<file path="src/rtl/dzcpu_useq.sv">
// dzcpu_useq: micro-sequencer for the DZCPU core.
// Walks the micro-ROM address (uPC) through each macro-op, fetches opcodes
// through the main or CB-prefix LUT, and raises the PC-increment and flag
// write strobes for the uop currently presented on oUopAddr.
//
// Handshake: iMopValid qualifies iMop/iLutIdx in FETCH and CBFETCH. The state
// waits there until iMopValid is high. iStall freezes EXEC completely: no
// uPC step, no retire, no strobes.
module dzcpu_useq (
    input  logic        iClock,
    input  logic        iReset,
    input  logic [7:0]  iMop,
    input  logic        iMopValid,
    output logic [7:0]  oLutMop,
    output logic        oLutSel,
    input  logic [7:0]  iLutIdx,
    output logic [7:0]  oUopAddr,
    input  logic [2:0]  iFlow,
    input  logic        iFu,
    input  logic        iJcb,
    input  logic        iFlagZ,
    input  logic        iStall,
    output logic        oFetch,
    output logic        oIncPc,
    output logic        oFlagsWe,
    output logic [15:0] oRetired,
    output logic [1:0]  oDbgState
);

    typedef enum logic [1:0] {
        ST_RST     = 2'd0,
        ST_FETCH   = 2'd1,
        ST_EXEC    = 2'd2,
        ST_CBFETCH = 2'd3
    } state_t;

    localparam logic [2:0] FLOW_INC        = 3'd1;
    localparam logic [2:0] FLOW_EOF        = 3'd2;
    localparam logic [2:0] FLOW_INC_EOF    = 3'd3;
    localparam logic [2:0] FLOW_INC_EOF_Z  = 3'd4;
    localparam logic [2:0] FLOW_INC_EOF_NZ = 3'd5;

    state_t      state_q, state_d;
    logic [7:0]  upc_q, upc_d;
    logic [15:0] retired_q, retired_d;

    logic        flow_inc_pc;
    logic        flow_eof;
    logic        exec_go;

    // State register, uPC and retire counter; reset wins at any time.
    always_ff @(posedge iClock or negedge iReset) begin
        if (!iReset) begin
            state_q   <= ST_RST;
            upc_q     <= 8'h00;
            retired_q <= 16'h0000;
        end else begin
            state_q   <= state_d;
            upc_q     <= upc_d;
            retired_q <= retired_d;
        end
    end

    // Decode the flow code into "bump PC" and "end of macro-op"; 6/7 act as OP.
    always_comb begin
        flow_inc_pc = 1'b0;
        flow_eof    = 1'b0;
        case (iFlow)
            FLOW_INC: begin
                flow_inc_pc = 1'b1;
            end
            FLOW_EOF: begin
                flow_eof = 1'b1;
            end
            FLOW_INC_EOF: begin
                flow_inc_pc = 1'b1;
                flow_eof    = 1'b1;
            end
            FLOW_INC_EOF_Z: begin
                flow_inc_pc = 1'b1;
                flow_eof    = iFlagZ;
            end
            FLOW_INC_EOF_NZ: begin
                flow_inc_pc = 1'b1;
                flow_eof    = ~iFlagZ;
            end
            default: begin
            end
        endcase
    end

    // Next-state, uPC and retire count; a CB prefix jump does not retire.
    always_comb begin
        state_d   = state_q;
        upc_d     = upc_q;
        retired_d = retired_q;
        case (state_q)
            ST_RST: begin
                state_d = ST_FETCH;
            end
            ST_FETCH, ST_CBFETCH: begin
                if (iMopValid) begin
                    upc_d   = iLutIdx;
                    state_d = ST_EXEC;
                end
            end
            ST_EXEC: begin
                if (!iStall) begin
                    if (iJcb) begin
                        state_d = ST_CBFETCH;
                        upc_d   = upc_q + 8'd1;
                    end else if (flow_eof) begin
                        state_d   = ST_FETCH;
                        retired_d = retired_q + 16'd1;
                    end else begin
                        // 0xFF wraps to 0x00 by plain 8-bit overflow.
                        upc_d = upc_q + 8'd1;
                    end
                end
            end
            default: begin
                state_d = ST_RST;
            end
        endcase
    end

    // Outputs: strobes are combinational so they line up with oUopAddr.
    always_comb begin
        exec_go  = (state_q == ST_EXEC) && !iStall;
        oFetch   = (state_q == ST_FETCH) || (state_q == ST_CBFETCH);
        oLutSel  = (state_q == ST_CBFETCH);
        oIncPc   = exec_go && (iJcb || flow_inc_pc);
        oFlagsWe = exec_go && iFu;
    end

    assign oLutMop   = iMop;
    assign oUopAddr  = upc_q;
    assign oRetired  = retired_q;
    assign oDbgState = state_q;

endmodule

</file>
<file path="config.mk">
export PLATFORM = sky130hd
export DESIGN_NAME = dzcpu_useq
export DESIGN_NICKNAME = d
export VERILOG_FILES = /design/src/rtl/dzcpu_useq.sv
export SDC_FILE = /design/constraint.sdc
export NUM_CORES = 1
export LEC_CHECK = 0
export CORE_MARGIN = 3
export CORE_UTILIZATION = 43
export CTS_CLUSTER_SIZE = 25
export DETAILED_ROUTE_END_ITERATION = 8
export GPL_TIMING_DRIVEN = 0
export PLACE_DENSITY = 0.79
export SLEW_MARGIN = 20
export SYNTH_ARGS = -nofsm -noshare
export SYNTH_HDL_FRONTEND = slang
export SYNTH_SLANG_ARGS = --single-unit
export TNS_END_PERCENT = 10
</file>
<file path="constraint.sdc">
create_clock -name iClock -period 3.15 [get_ports iClock]
set_clock_uncertainty 0.15 [all_clocks]
set_input_delay 0.63 -clock iClock [delete_from_list [all_inputs] [get_ports iClock]]
set_output_delay 0.63 -clock iClock [all_outputs]
set_load 0.01 [all_outputs]
</file>
After elaboration in Yosys (flattened, before gate mapping):

Cells that the tools add are included.
Widths: inputs -> output; s select.

* register bits: 26
* output and inout port bits: 38

* add/sub/neg operators: 2
* bitwise operators: 3
* eq/ne operators: 12
* multiplexer cells: 12
* reduce and logical (&&, ||, !) cells: 14

Operator list (number)
* $mux 8: 4
* $add 16x1->16 const B: 1
* $pmux 8 s2: 1
* $add 8x1->8 const B: 1
* $mux 2: 4
* $reduce_and 4->1: 2
* $eq 3x2->1 const B: 2
* $eq 3x3->1 const B: 2
* $ne 3x3->1 const B: 2
* $pmux 2 s3: 1
* $eq 2x2->1 const B: 2
* $ne 2x2->1 const B: 2
* $reduce_or 2->1: 2
* $reduce_or 4->1: 1
* $eq 3x1->1 const B: 1
* $logic_and 1x1->1: 3
* $not 1->1: 3
* $pmux 1 s3: 1
* $reduce_and 3->1: 1
* $eq 2x1->1 const B: 1
* $logic_not 2->1: 1
* $logic_or 1x1->1: 2
* $reduce_bool 2->1: 1
* $logic_not 1->1: 1
* $mux 1: 1

Depth between registers and ports, before layout:

* word-level depth: 7
* gate-level depth with buffers: 7
* mapped depth without buffers: 6

Worst setup path after synthesis:

Ideal clock, no wire load.

* kind: input port to flip-flop
* from: in iFlow[2]
* to: reg state_q[0], in the netlist oDbgState[0]
* arrival: 2234 ps
* cell stages on the path: 7
* buffers on the path: 1
* setup time: 119 ps
* path slack: 647 ps
* cells stage by stage: inv_1 ha_1 nor2b_1 a31oi_1 clkbuf_1 a21oi_1 o21a_1

* word-level cells in the longest chain between the ends: 5
* elaborated cells between the ends (all ways): 8
* classes of those cells: 5 x eq/ne; 1 x mux; 2 x reduce/logical

RTL lines
* from (decl): line 18 `input logic [2:0] iFlow,`
* $eq 3x2->1: line 68 `case (iFlow)`
* $reduce_or 2->1 (no line)
* $pmux 1 s3 (*): line 68
* $ne 3x3->1 (no line) (*)
* $reduce_and 3->1 (no line) (*)
* to (signal assigned): line 58 `state_q <= state_d;`
* to (decl): line 43 `state_t state_q, state_d;`

Mark *: on every way between the ends. The rest lies on a longest branch, timed or not.
A chain may end at the register's enable or synchronous reset.

Final worst setup path:

Same ends and word-level chain as after synthesis.

==> flow_metrics.env <==
export IMPL_status="finished, final reports clean"
export IMPL_nNetsFinal=248
export IMPL_synth_area_sq_um=1570
export IMPL_netlist_instances=160
export IMPL_critPathBufInv=3
export IMPL_max_freq_ghz=0.335
export IMPL_crit_fanout=10
export IMPL_maxCapViolations=0
export IMPL_setup_viol=0
export IMPL_dp_hpwl_mm=2.99
export IMPL_finalWeightedCongestion=0.861
export IMPL_cp_top_family="buffers and inverters"
export IMPL_die_height_um=66.5
export IMPL_post_drt_wl_per_cell_um=14.5
export IMPL_core_sq_um=3420
export IMPL_postCtsSetupRepairBufs=0
export IMPL_synthArstFlopShare_pct=100
export IMPL_drc_errors=0
export IMPL_multi_input_area_sq_um=796
export IMPL_required_ns=3.23
export IMPL_finalWorstSetupSlack_ns=0.165
export IMPL_synthToLayoutAreaGrowth_pct=41.1
export IMPL_wl_mm=3.84
export IMPL_drive_gt1_share_pct=12.4
export IMPL_rows=21
export IMPL_cts_inserted_buffers=3
export IMPL_p_per_area_nw_per_um2=626
export IMPL_fillerInstances=290
export IMPL_grt_overflow=0
export IMPL_vias_per_cell=5.60
export IMPL_grt_usage_pct=19.2
export IMPL_htreeDepth=1
export IMPL_regArea_sq_um=651
export IMPL_crit_path_start_kind="input port"
export IMPL_cts_tree="done"
export IMPL_post_cts_resized=0
export IMPL_start_util_pct=46.0
export IMPL_vias=1479
export IMPL_die_area_sq_um=4420
export IMPL_r2r_end="oRetired[15]"
export IMPL_place_area_sq_um=2160
export IMPL_ys_flop_type="dfrtp_1"
export IMPL_insertion_delay_ns=0.32
export IMPL_pre_cts_slack_ns=-0.178
export IMPL_yosys_warnings=0
export IMPL_cts_root_buf="clkbuf_4"
export IMPL_yosysSeqAreaShare_pct=41.4
export IMPL_tightest_slew_ns=0.918
export IMPL_irDropWorstVdd_mv=0.348
export IMPL_crit_type="in -> reg"
export IMPL_syn_area_per_cell_sq_um=9.82
export IMPL_slowest_stage="a31oi_1"
export IMPL_power_leakage_nw=0.950
export IMPL_critPathCaptureType="flip-flop"
export IMPL_hold_viol_final=0
export IMPL_grt_pass1_wl_mm=6.69
export IMPL_r2r_start="oDbgState[0]"
export IMPL_postCtsHoldBufs=0
export IMPL_ios=64
export IMPL_min_period_over_period_pct=94.8
export IMPL_hold_class="in -> async"
export IMPL_cp_arrival_ns=3.07
export IMPL_fin_crit_ns=2.99
export IMPL_grt_max_degree=27
export IMPL_drt_pass1_iter_count=4
export IMPL_synth_cell_types=47
export IMPL_clk_path_buf_depth=2
export IMPL_grt_pass1_vias=1553
export IMPL_io_buffers=54
export IMPL_crit_chain="clkdlybuf4s50_1 -> inv_1 -> ha_1 -> nor2b_1 -> a31oi_1 -> clkbuf_1 -> a21oi_1 -> o21a_1"
export IMPL_regToRegSetupSlack_ns=0.78
export IMPL_relSlewSlack_pct=38.5
export IMPL_drtIter0Drc=67
export IMPL_reg2reg_depth=5
export IMPL_synth_nets=189
export IMPL_synth_enable_flop_cells=0
export IMPL_antenna_found_initial=0
export IMPL_ys_ff_latch=26
export IMPL_rsz0062_at_grt="false"
export IMPL_die_x_um=66.5
export IMPL_final_area_sq_um=2220
export IMPL_slew_violations=0
export IMPL_clkSinkCount=26
export IMPL_drtAntennaViolNets=0
export IMPL_cts_clk_slew_worst_paths_ns=0.14
export IMPL_cp_slowest_stage_delay_ns=0.68
export IMPL_diodes=0
[cell type report]
| class | instances | share of cell area [%] |
|---|---|---|
| Inverter | 9 | 1.52 |
| Sequential cell | 26 | 29.3 |
| Buffer | 14 | 4.12 |
| Timing Repair Buffer | 54 | 24.2 |
| Clock buffer | 3 | 1.02 |
| Multi-Input combinational cell | 111 | 35.9 |
| Tap cell | 46 | 2.60 |
| Clock inverter | 1 | 1.35 |
[flip-flops by register name, summed over array words and instances (netlist names)]
signal,flops
oDbgState,2
oUopAddr,8
oRetired,16
[how the worst max path moves through the flow]
stage                         from            to  slack (ns)  cells after the start
after floorplan           iFlow[2]  oDbgState[0]        0.65                      7
after global placement    iFlow[2]  oDbgState[0]       -0.14                      8
after detailed placement  iFlow[2]  oDbgState[0]       -0.18                      8
after CTS                 iFlow[2]  oDbgState[0]        0.17                      8
after global routing      iFlow[2]  oDbgState[0]       0.002                      8
final                     iFlow[2]  oDbgState[0]        0.16                      8
[power breakdown]
group	switching, mW	total (mW)	internal [mW]
clock network	0.101	0.230	0.129
registers	0.105	0.511	0.406
logic	0.308	0.647	0.339
[cell families after synthesis]
logic type / after synthesis / share of synthesized area, %
buffers and inverters: 23 / 7.96
and+or+nand+nor: 59 / 24.2
muxes: 2 / 1.35
DFF: 26 / 41.4
adders and majority gates: 3 / 2.39
xor gates and xnor gates: 16 / 8.92
AOI/OAI and AO/OA: 31 / 13.8
[layout by cell type, fill, tap and decap left out, drive strengths merged, types with 4 or more instances in the layout]
cell / instances
inv: 9
buf: 11
a21oi: 7
clkdlybuf4s50: 53
nand4: 4
xnor2: 5
nand3: 9
dfrtp: 26
clkbuf: 7
nor2: 6
nand2: 10
nor3: 12
xor2: 11
[per-stage QoR]
stage          total power, mW  TNS (ns)  utilization (%)  hold slack (ns)  std cells
3_3_place_gp              1.13    -0.885             63.5            0.308        260
5_1_grt                   1.49         0             64.9            0.166        264
3_5_place_dp              1.16     -1.22             63.4            0.341        260
6_report                  1.39         0             64.9            0.132        264
2_1_floorplan            0.848         0                -            0.184        160
4_1_cts                   1.39         0             64.9            0.146        264
[worst register-to-register path, cell delays in order (launching register included)]
cell,delay (ns)
dfrtp_1,0.47
or4b_1,0.53
buf_2,0.17
or4_4,0.58
nor3b_2,0.22
xor2_1,0.19
[routing by layer]
layer | GRT usage (%) | up-vias | wire, um
met5 | 0 | - | 0
met4 | 7.11 | 0 | 66
met3 | 3.20 | 10 | 222
met2 | 32.7 | 72 | 1920
met1 | 24.1 | 703 | 1640
li1 | - | 694 | -
[cell usage after synthesis, drive strengths merged (2+ instances only)]
master / number / area (sq um)
nand4: 4 / 25.0
nor2b: 3 / 18.8
nor4: 3 / 40.0
o21ai: 3 / 15.0
nand2b: 2 / 12.5
nand3: 9 / 45.0
clkbuf: 4 / 15.0
nor3: 12 / 90.1
a2bb2oi: 3 / 26.3
a21oi: 7 / 35.0
nor3b: 2 / 20.0
inv: 9 / 33.8
nand2: 10 / 37.5
o22ai: 3 / 18.8
xnor2: 5 / 43.8
or4: 2 / 22.5
a31oi: 3 / 18.8
nor2: 6 / 22.5
dfrtp: 26 / 651
ha: 3 / 37.5
and4: 2 / 17.5
xor2: 11 / 96.3
buf: 10 / 76.3
Note: power is estimated with default switching activity, not from simulation.
